### config.mk
export PLATFORM = sky130hd
export DESIGN_NAME = multicycle_control_unit
export DESIGN_NICKNAME = d
export VERILOG_FILES = /design/src/rtl/multicycle_control_unit.sv
export SDC_FILE = /design/constraint.sdc
export NUM_CORES = 1
export LEC_CHECK = 0
export ABC_AREA = 1
export CORE_MARGIN = 8
export CORE_UTILIZATION = 44
export CTS_BUF_LIST = sky130_fd_sc_hd__clkbuf_4
export CTS_CLUSTER_SIZE = 40
export DETAILED_ROUTE_END_ITERATION = 12
export GPL_ROUTABILITY_DRIVEN = 0
export PLACE_DENSITY_LB_ADDON = 0.05
export SYNTH_ARGS = -nofsm -noshare
export SYNTH_HDL_FRONTEND = slang
export SYNTH_SLANG_ARGS = --single-unit
### constraint.sdc
create_clock -name clk -period 1.53 [get_ports clk]
set_clock_uncertainty 0.05 [all_clocks]
set_input_delay 0.306 -clock clk [delete_from_list [all_inputs] [get_ports clk]]
set_output_delay 0.306 -clock clk [all_outputs]
set_load 0.005 [all_outputs]
### src/rtl/multicycle_control_unit.sv
// Multi-cycle MIPS main controller.
// A registered Moore FSM steps each instruction through fetch, decode, execute,
// memory and writeback, stalls on mem_ready and counts retired instructions.
// Optional build macro: ILLEGAL_OP_TRAP_EN. When it is defined, an illegal opcode
// parks the FSM in TRAP and sets illegal_op. When it is not defined, an illegal
// opcode retires as a NOP and illegal_op stays 0.
//
// state    | meaning
// ---------+------------------------------------------------------------
// IDLE     | after reset, all controls off
// FETCH    | read instruction at PC, PC <= PC+4 (waits for mem_ready)
// DECODE   | register read, ALUOut <= PC + (imm<<2) for branch target
// MEMADR   | ALUOut <= A + sign-ext imm (lw/sw address)
// MEMRD    | load read, MDR capture (waits for mem_ready)
// MEMWB    | rt <= MDR
// MEMWR    | store write (waits for mem_ready)
// EXECUTE  | R-type ALU operation
// ALUWB    | rd <= ALUOut
// BRANCH   | compare A-B, PC <= ALUOut if zero
// ADDIEXEC | ALUOut <= A + sign-ext imm
// ADDIWB   | rt <= ALUOut
// JUMP     | PC <= jump target
// TRAP     | illegal opcode, held until reset
module multicycle_control_unit #(
  parameter int OPCODE_WIDTH = 6,
  parameter int ALUOP_WIDTH  = 3,
  parameter int CNT_WIDTH    = 16
) (
  input  logic                    clk,
  input  logic                    reset,
  input  logic [OPCODE_WIDTH-1:0] opcode,
  input  logic                    mem_ready,
  output logic                    pc_write,
  output logic                    pc_write_cond,
  output logic                    i_or_d,
  output logic                    mem_read,
  output logic                    mem_write,
  output logic                    ir_write,
  output logic                    mem_to_reg,
  output logic                    reg_dst,
  output logic                    reg_write,
  output logic                    alu_src_a,
  output logic [1:0]              alu_src_b,
  output logic [1:0]              pc_src,
  output logic [ALUOP_WIDTH-1:0]  alu_op,
  output logic [3:0]              state,
  output logic [CNT_WIDTH-1:0]    instr_count,
  output logic                    illegal_op
);

  localparam logic [3:0] S_IDLE     = 4'd0;
  localparam logic [3:0] S_FETCH    = 4'd1;
  localparam logic [3:0] S_DECODE   = 4'd2;
  localparam logic [3:0] S_MEMADR   = 4'd3;
  localparam logic [3:0] S_MEMRD    = 4'd4;
  localparam logic [3:0] S_MEMWB    = 4'd5;
  localparam logic [3:0] S_MEMWR    = 4'd6;
  localparam logic [3:0] S_EXECUTE  = 4'd7;
  localparam logic [3:0] S_ALUWB    = 4'd8;
  localparam logic [3:0] S_BRANCH   = 4'd9;
  localparam logic [3:0] S_ADDIEXEC = 4'd10;
  localparam logic [3:0] S_ADDIWB   = 4'd11;
  localparam logic [3:0] S_JUMP     = 4'd12;
  localparam logic [3:0] S_TRAP     = 4'd13;

  // MIPS opcodes, zero-extended to the configured opcode width
  localparam logic [OPCODE_WIDTH-1:0] OP_R    = OPCODE_WIDTH'(6'b000000);
  localparam logic [OPCODE_WIDTH-1:0] OP_LW   = OPCODE_WIDTH'(6'b100011);
  localparam logic [OPCODE_WIDTH-1:0] OP_SW   = OPCODE_WIDTH'(6'b101011);
  localparam logic [OPCODE_WIDTH-1:0] OP_BEQ  = OPCODE_WIDTH'(6'b000100);
  localparam logic [OPCODE_WIDTH-1:0] OP_ADDI = OPCODE_WIDTH'(6'b001000);
  localparam logic [OPCODE_WIDTH-1:0] OP_J    = OPCODE_WIDTH'(6'b000010);

  localparam logic [ALUOP_WIDTH-1:0] ALU_ADD   = ALUOP_WIDTH'(0);
  localparam logic [ALUOP_WIDTH-1:0] ALU_SUB   = ALUOP_WIDTH'(1);
  localparam logic [ALUOP_WIDTH-1:0] ALU_FUNCT = ALUOP_WIDTH'(2);

  logic [3:0] next_state;
  logic       retire;

  // Next-state selection; opcode is only looked at in DECODE and MEMADR
  always_comb begin
    next_state = S_IDLE;
    case (state)
      S_IDLE:     next_state = S_FETCH;
      S_FETCH:    next_state = mem_ready ? S_DECODE : S_FETCH;
      S_DECODE: begin
        if (opcode == OP_LW || opcode == OP_SW) next_state = S_MEMADR;
        else if (opcode == OP_R)                next_state = S_EXECUTE;
        else if (opcode == OP_BEQ)              next_state = S_BRANCH;
        else if (opcode == OP_ADDI)             next_state = S_ADDIEXEC;
        else if (opcode == OP_J)                next_state = S_JUMP;
        else begin
`ifdef ILLEGAL_OP_TRAP_EN
          next_state = S_TRAP;
`else
          next_state = S_FETCH;
`endif
        end
      end
      // anything other than lw that reaches MEMADR is treated as a store
      S_MEMADR:   next_state = (opcode == OP_LW) ? S_MEMRD : S_MEMWR;
      S_MEMRD:    next_state = mem_ready ? S_MEMWB : S_MEMRD;
      S_MEMWB:    next_state = S_FETCH;
      S_MEMWR:    next_state = mem_ready ? S_FETCH : S_MEMWR;
      S_EXECUTE:  next_state = S_ALUWB;
      S_ALUWB:    next_state = S_FETCH;
      S_BRANCH:   next_state = S_FETCH;
      S_ADDIEXEC: next_state = S_ADDIWB;
      S_ADDIWB:   next_state = S_FETCH;
      S_JUMP:     next_state = S_FETCH;
      S_TRAP:     next_state = S_TRAP;
      default:    next_state = S_IDLE;
    endcase
  end

  // An instruction retires whenever control returns to FETCH from a working state
  assign retire = (next_state == S_FETCH) && (state != S_IDLE) && (state != S_FETCH);

  // State register and retired-instruction counter
  always_ff @(posedge clk) begin
    if (reset) begin
      state       <= S_IDLE;
      instr_count <= '0;
    end else begin
      state <= next_state;
      if (retire) instr_count <= instr_count + 1'b1;
    end
  end

`ifdef ILLEGAL_OP_TRAP_EN
  // Sticky illegal-opcode flag, set on entry to TRAP
  always_ff @(posedge clk) begin
    if (reset)                     illegal_op <= 1'b0;
    else if (next_state == S_TRAP) illegal_op <= 1'b1;
  end
`else
  assign illegal_op = 1'b0;
`endif

  // Moore control decode; only the FETCH IR/PC strobes wait on mem_ready
  always_comb begin
    pc_write      = 1'b0;
    pc_write_cond = 1'b0;
    i_or_d        = 1'b0;
    mem_read      = 1'b0;
    mem_write     = 1'b0;
    ir_write      = 1'b0;
    mem_to_reg    = 1'b0;
    reg_dst       = 1'b0;
    reg_write     = 1'b0;
    alu_src_a     = 1'b0;
    alu_src_b     = 2'b00;
    pc_src        = 2'b00;
    alu_op        = ALU_ADD;
    case (state)
      S_FETCH: begin
        mem_read  = 1'b1;
        alu_src_b = 2'b01;
        ir_write  = mem_ready;
        pc_write  = mem_ready;
      end
      S_DECODE: begin
        alu_src_b = 2'b11;
      end
      S_MEMADR: begin
        alu_src_a = 1'b1;
        alu_src_b = 2'b10;
      end
      S_MEMRD: begin
        mem_read = 1'b1;
        i_or_d   = 1'b1;
      end
      S_MEMWB: begin
        reg_write  = 1'b1;
        mem_to_reg = 1'b1;
      end
      S_MEMWR: begin
        mem_write = 1'b1;
        i_or_d    = 1'b1;
      end
      S_EXECUTE: begin
        alu_src_a = 1'b1;
        alu_op    = ALU_FUNCT;
      end
      S_ALUWB: begin
        reg_write = 1'b1;
        reg_dst   = 1'b1;
      end
      S_BRANCH: begin
        alu_src_a     = 1'b1;
        alu_op        = ALU_SUB;
        pc_write_cond = 1'b1;
        pc_src        = 2'b01;
      end
      S_ADDIEXEC: begin
        alu_src_a = 1'b1;
        alu_src_b = 2'b10;
      end
      S_ADDIWB: begin
        reg_write = 1'b1;
      end
      S_JUMP: begin
        pc_write = 1'b1;
        pc_src   = 2'b10;
      end
      default: ;
    endcase
  end

endmodule
==> results.ini <==
[layout]
nets = 428
nFillCells = 148
diodes = 0
fin_cells = 465
layout-drive-gt1-share = 0.532
final_cell_mix = 52 x buf_4, 48 x nand2_1, 42 x inv_1
area_delta_synth_final_pct = 99.7
final_common_cell = buf_4
fin_area_um2 = 3220

[grt]
busiest_layer = met2
grt.total_usage = 0.223
met2_usage = 0.392
grtUsageMet3 = 0.0542
use_met1 = 0.239
grt_pass1_vias = 2433
grt_pass1_wl_um = 11100
overflow = 0
grt_max_degree = 12
antenna_found_initial = 0

[floorplanning]
start_util = 0.448
num_rows = 22
die_w_um = 76.6
die_height_um = 76.6
core_area_um2 = 3610
io_pins = 47
die_area_um2 = 5860

[power_and_ir_drop]
p_leak_nw = 1.75
vdd_ir_drop_max_uv = 431
p_per_area_nw_per_um2 = 598

[synth]
synth_cells = 291
synthAdderAreaFrac = 0.00775
ys_seq_area_frac = 0.248
synth_largest_area_cell = dfxtp_1
synth_area_um2 = 1610
synth_compound_area_frac = 0.0264
synthSimpleGateAreaFrac = 0.540
yosys_warnings = 0
synthXorXnorAreaFrac = 0.00543
yosysTopAreaCellShare = 0.248
yosysUniqueCellTypes = 23
ys_seq_elements = 20
synth_top_family_by_area = simple AND/OR/NAND/NOR gates
synthMuxAreaShare = 0
syn_area_per_cell_um2 = 5.55
yosys-top-cells-area = dfxtp_1 25%, nand2_1 17%, nand3_1 14%

[min_path]
min_path_type = reg -> reg
hold_depth = 4

[clock_network]
clockBufferDepth = 2
cts_num_sinks = 20
h-tree-depth = 1
cts.clk_slew.worst_paths_ps = 130
numCtsBuffers = 3
cts-root-buf = clkbuf_4
tritoncts = built
cts_hold_buf = 0
clk_latency_ps = 320

[sta]
final.period_utilization = 1.39
hold_viol_final = 0
min_period_ps = 2130
max_freq_ghz = 0.471
hold_slack_ps = 553
setup_violations = 38
timing.final.ws_setup_ps = -595
maxSlewViolCount = 0
rsz0062_at_grt = yes

[routing]
drtIter0Drc = 330
vias = 2671
viasPerCell = 5.74
firstDrtPassIters = 8
routed_wl_um = 9070
antenna_left = 0
drcViolationCount = 0
wire_per_inst_um = 19.5

[run_status]
failed_checks = negative setup slack
status = complete, but fails checks

[worst_setup_path]
crit_chain = nor2_4 -> buf_6 -> inv_4 -> nor2_1 -> nor2_2 -> nand3_2 -> nor2_2 -> nand3_2 -> nor2_4 -> buf_6 -> nand2_2 -> nand2_1 -> inv_1 -> nor2_1
critPathKind = reg -> reg
required_ps = 1720
crit_fanout = 7
cp_data_arrival_time_ps = 2310
slowest_stage = dfxtp_4
critPathCaptureType = flop
critPathLaunchType = flop
max_stage_delay_ps = 460
worstRegToRegCells = 14

[run]
maxCapViolations = 0

[place]
dp_hpwl_um = 3530
portBuffers = 44
place_ws_ps = -603
dpl.cell_count = 416
postPlaceCellArea_um2 = 2400

==> power by group <==
part | switching (mW) | leakage [nW] | total (mW) | internal (mW)
clock | 0.182 | 0.0154 | 0.277 | 0.0955
combinational | 0.559 | 1.56 | 1.07 | 0.506
sequential | 0.0395 | 0.173 | 0.586 | 0.546
==> cells in the mapped netlist <==
cell	instances
nand2_1	71
nor2_1	60
inv_1	51
nand3_1	46
dfxtp_1	20
buf_4	5
inv_2	5
nand2_2	4
nor2_4	4
nor3_1	4
o21ai_0	4
nor4_1	3
a21oi_2	2
buf_6	2
nand4_1	2
buf_2	1
conb_1	1
ha_1	1
nand2_4	1
nand3_2	1
nor2_2	1
o21ai_1	1
xnor2_1	1
==> state kept, by name (all words and copies together) (netlist names) <==
register and count:
instr_count 16, state 4
==> what timing repair did <==
action / 4_1_cts / 5_1_grt
resized for setup: 181 / 65
setup buffers: 37 / 10
setup endpoints to repair: 52 / 41
pin swaps: 28 / 30
==> worst max-delay path, delay by kind of cell, from the launching register on <==
family                 cells  cell delay [ps]
buffers and inverters      4              400
DFF                        1              460
and+or+nand+nor           10             1120
==> kinds of logic (layout without fill, tap and decap cells) <==
kind of cell | Yosys count | count (layout)
compound gates | 7 | 7
xor+xnor | 1 | 1
fa+ha+maj | 1 | 1
buf+inv | 64 | 189
flops | 20 | 20
other cells | 1 | 2
simple gates | 197 | 197
==> layer usage <==
metal	share of wire	wire length, um
met1	0.36	3300
met2	0.47	4230
met3	0.096	869
met4	0.075	679
met5	0	0
==> worst paths after layout <==
| check | end | slack [ps] | start |
|---|---|---|---|
| worst max-delay path | instr_count[10]$_SDFFE_PP0P_ | -600 | state[1]$_SDFF_PP0_ |
| worst min-delay path | instr_count[2]$_SDFFE_PP0P_ | 550 | instr_count[2]$_SDFFE_PP0P_ |
| worst max register to register | instr_count[10]$_SDFFE_PP0P_ | -600 | state[1]$_SDFF_PP0_ |
| worst min register to register | instr_count[2]$_SDFFE_PP0P_ | 550 | instr_count[2]$_SDFFE_PP0P_ |
==> per-stage QoR <==
step,setup TNS (ps),utilization,total power [mW]
2_1_floorplan,-246,-,0.924
3_3_place_gp,-12310,0.664,1.21
3_5_place_dp,-13130,0.664,1.22
4_1_cts,-6460,0.813,1.70
5_1_grt,-14850,0.894,2.01
6_report,-13960,0.894,1.93
==> area by class of cell <==
class / instances / area, um^2 / area share
Sequential cell: 20 / 438 / 0.136
Clock buffer: 3 / 22.5 / 0.00699
Multi-Input combinational cell: 208 / 1310 / 0.406
Inverter: 56 / 233 / 0.0722
Timing Repair Buffer: 129 / 1160 / 0.359
Clock inverter: 1 / 3.75 / 0.00116
Tap cell: 48 / 60.1 / 0.0186
Power figures use the tool's default switching activity.
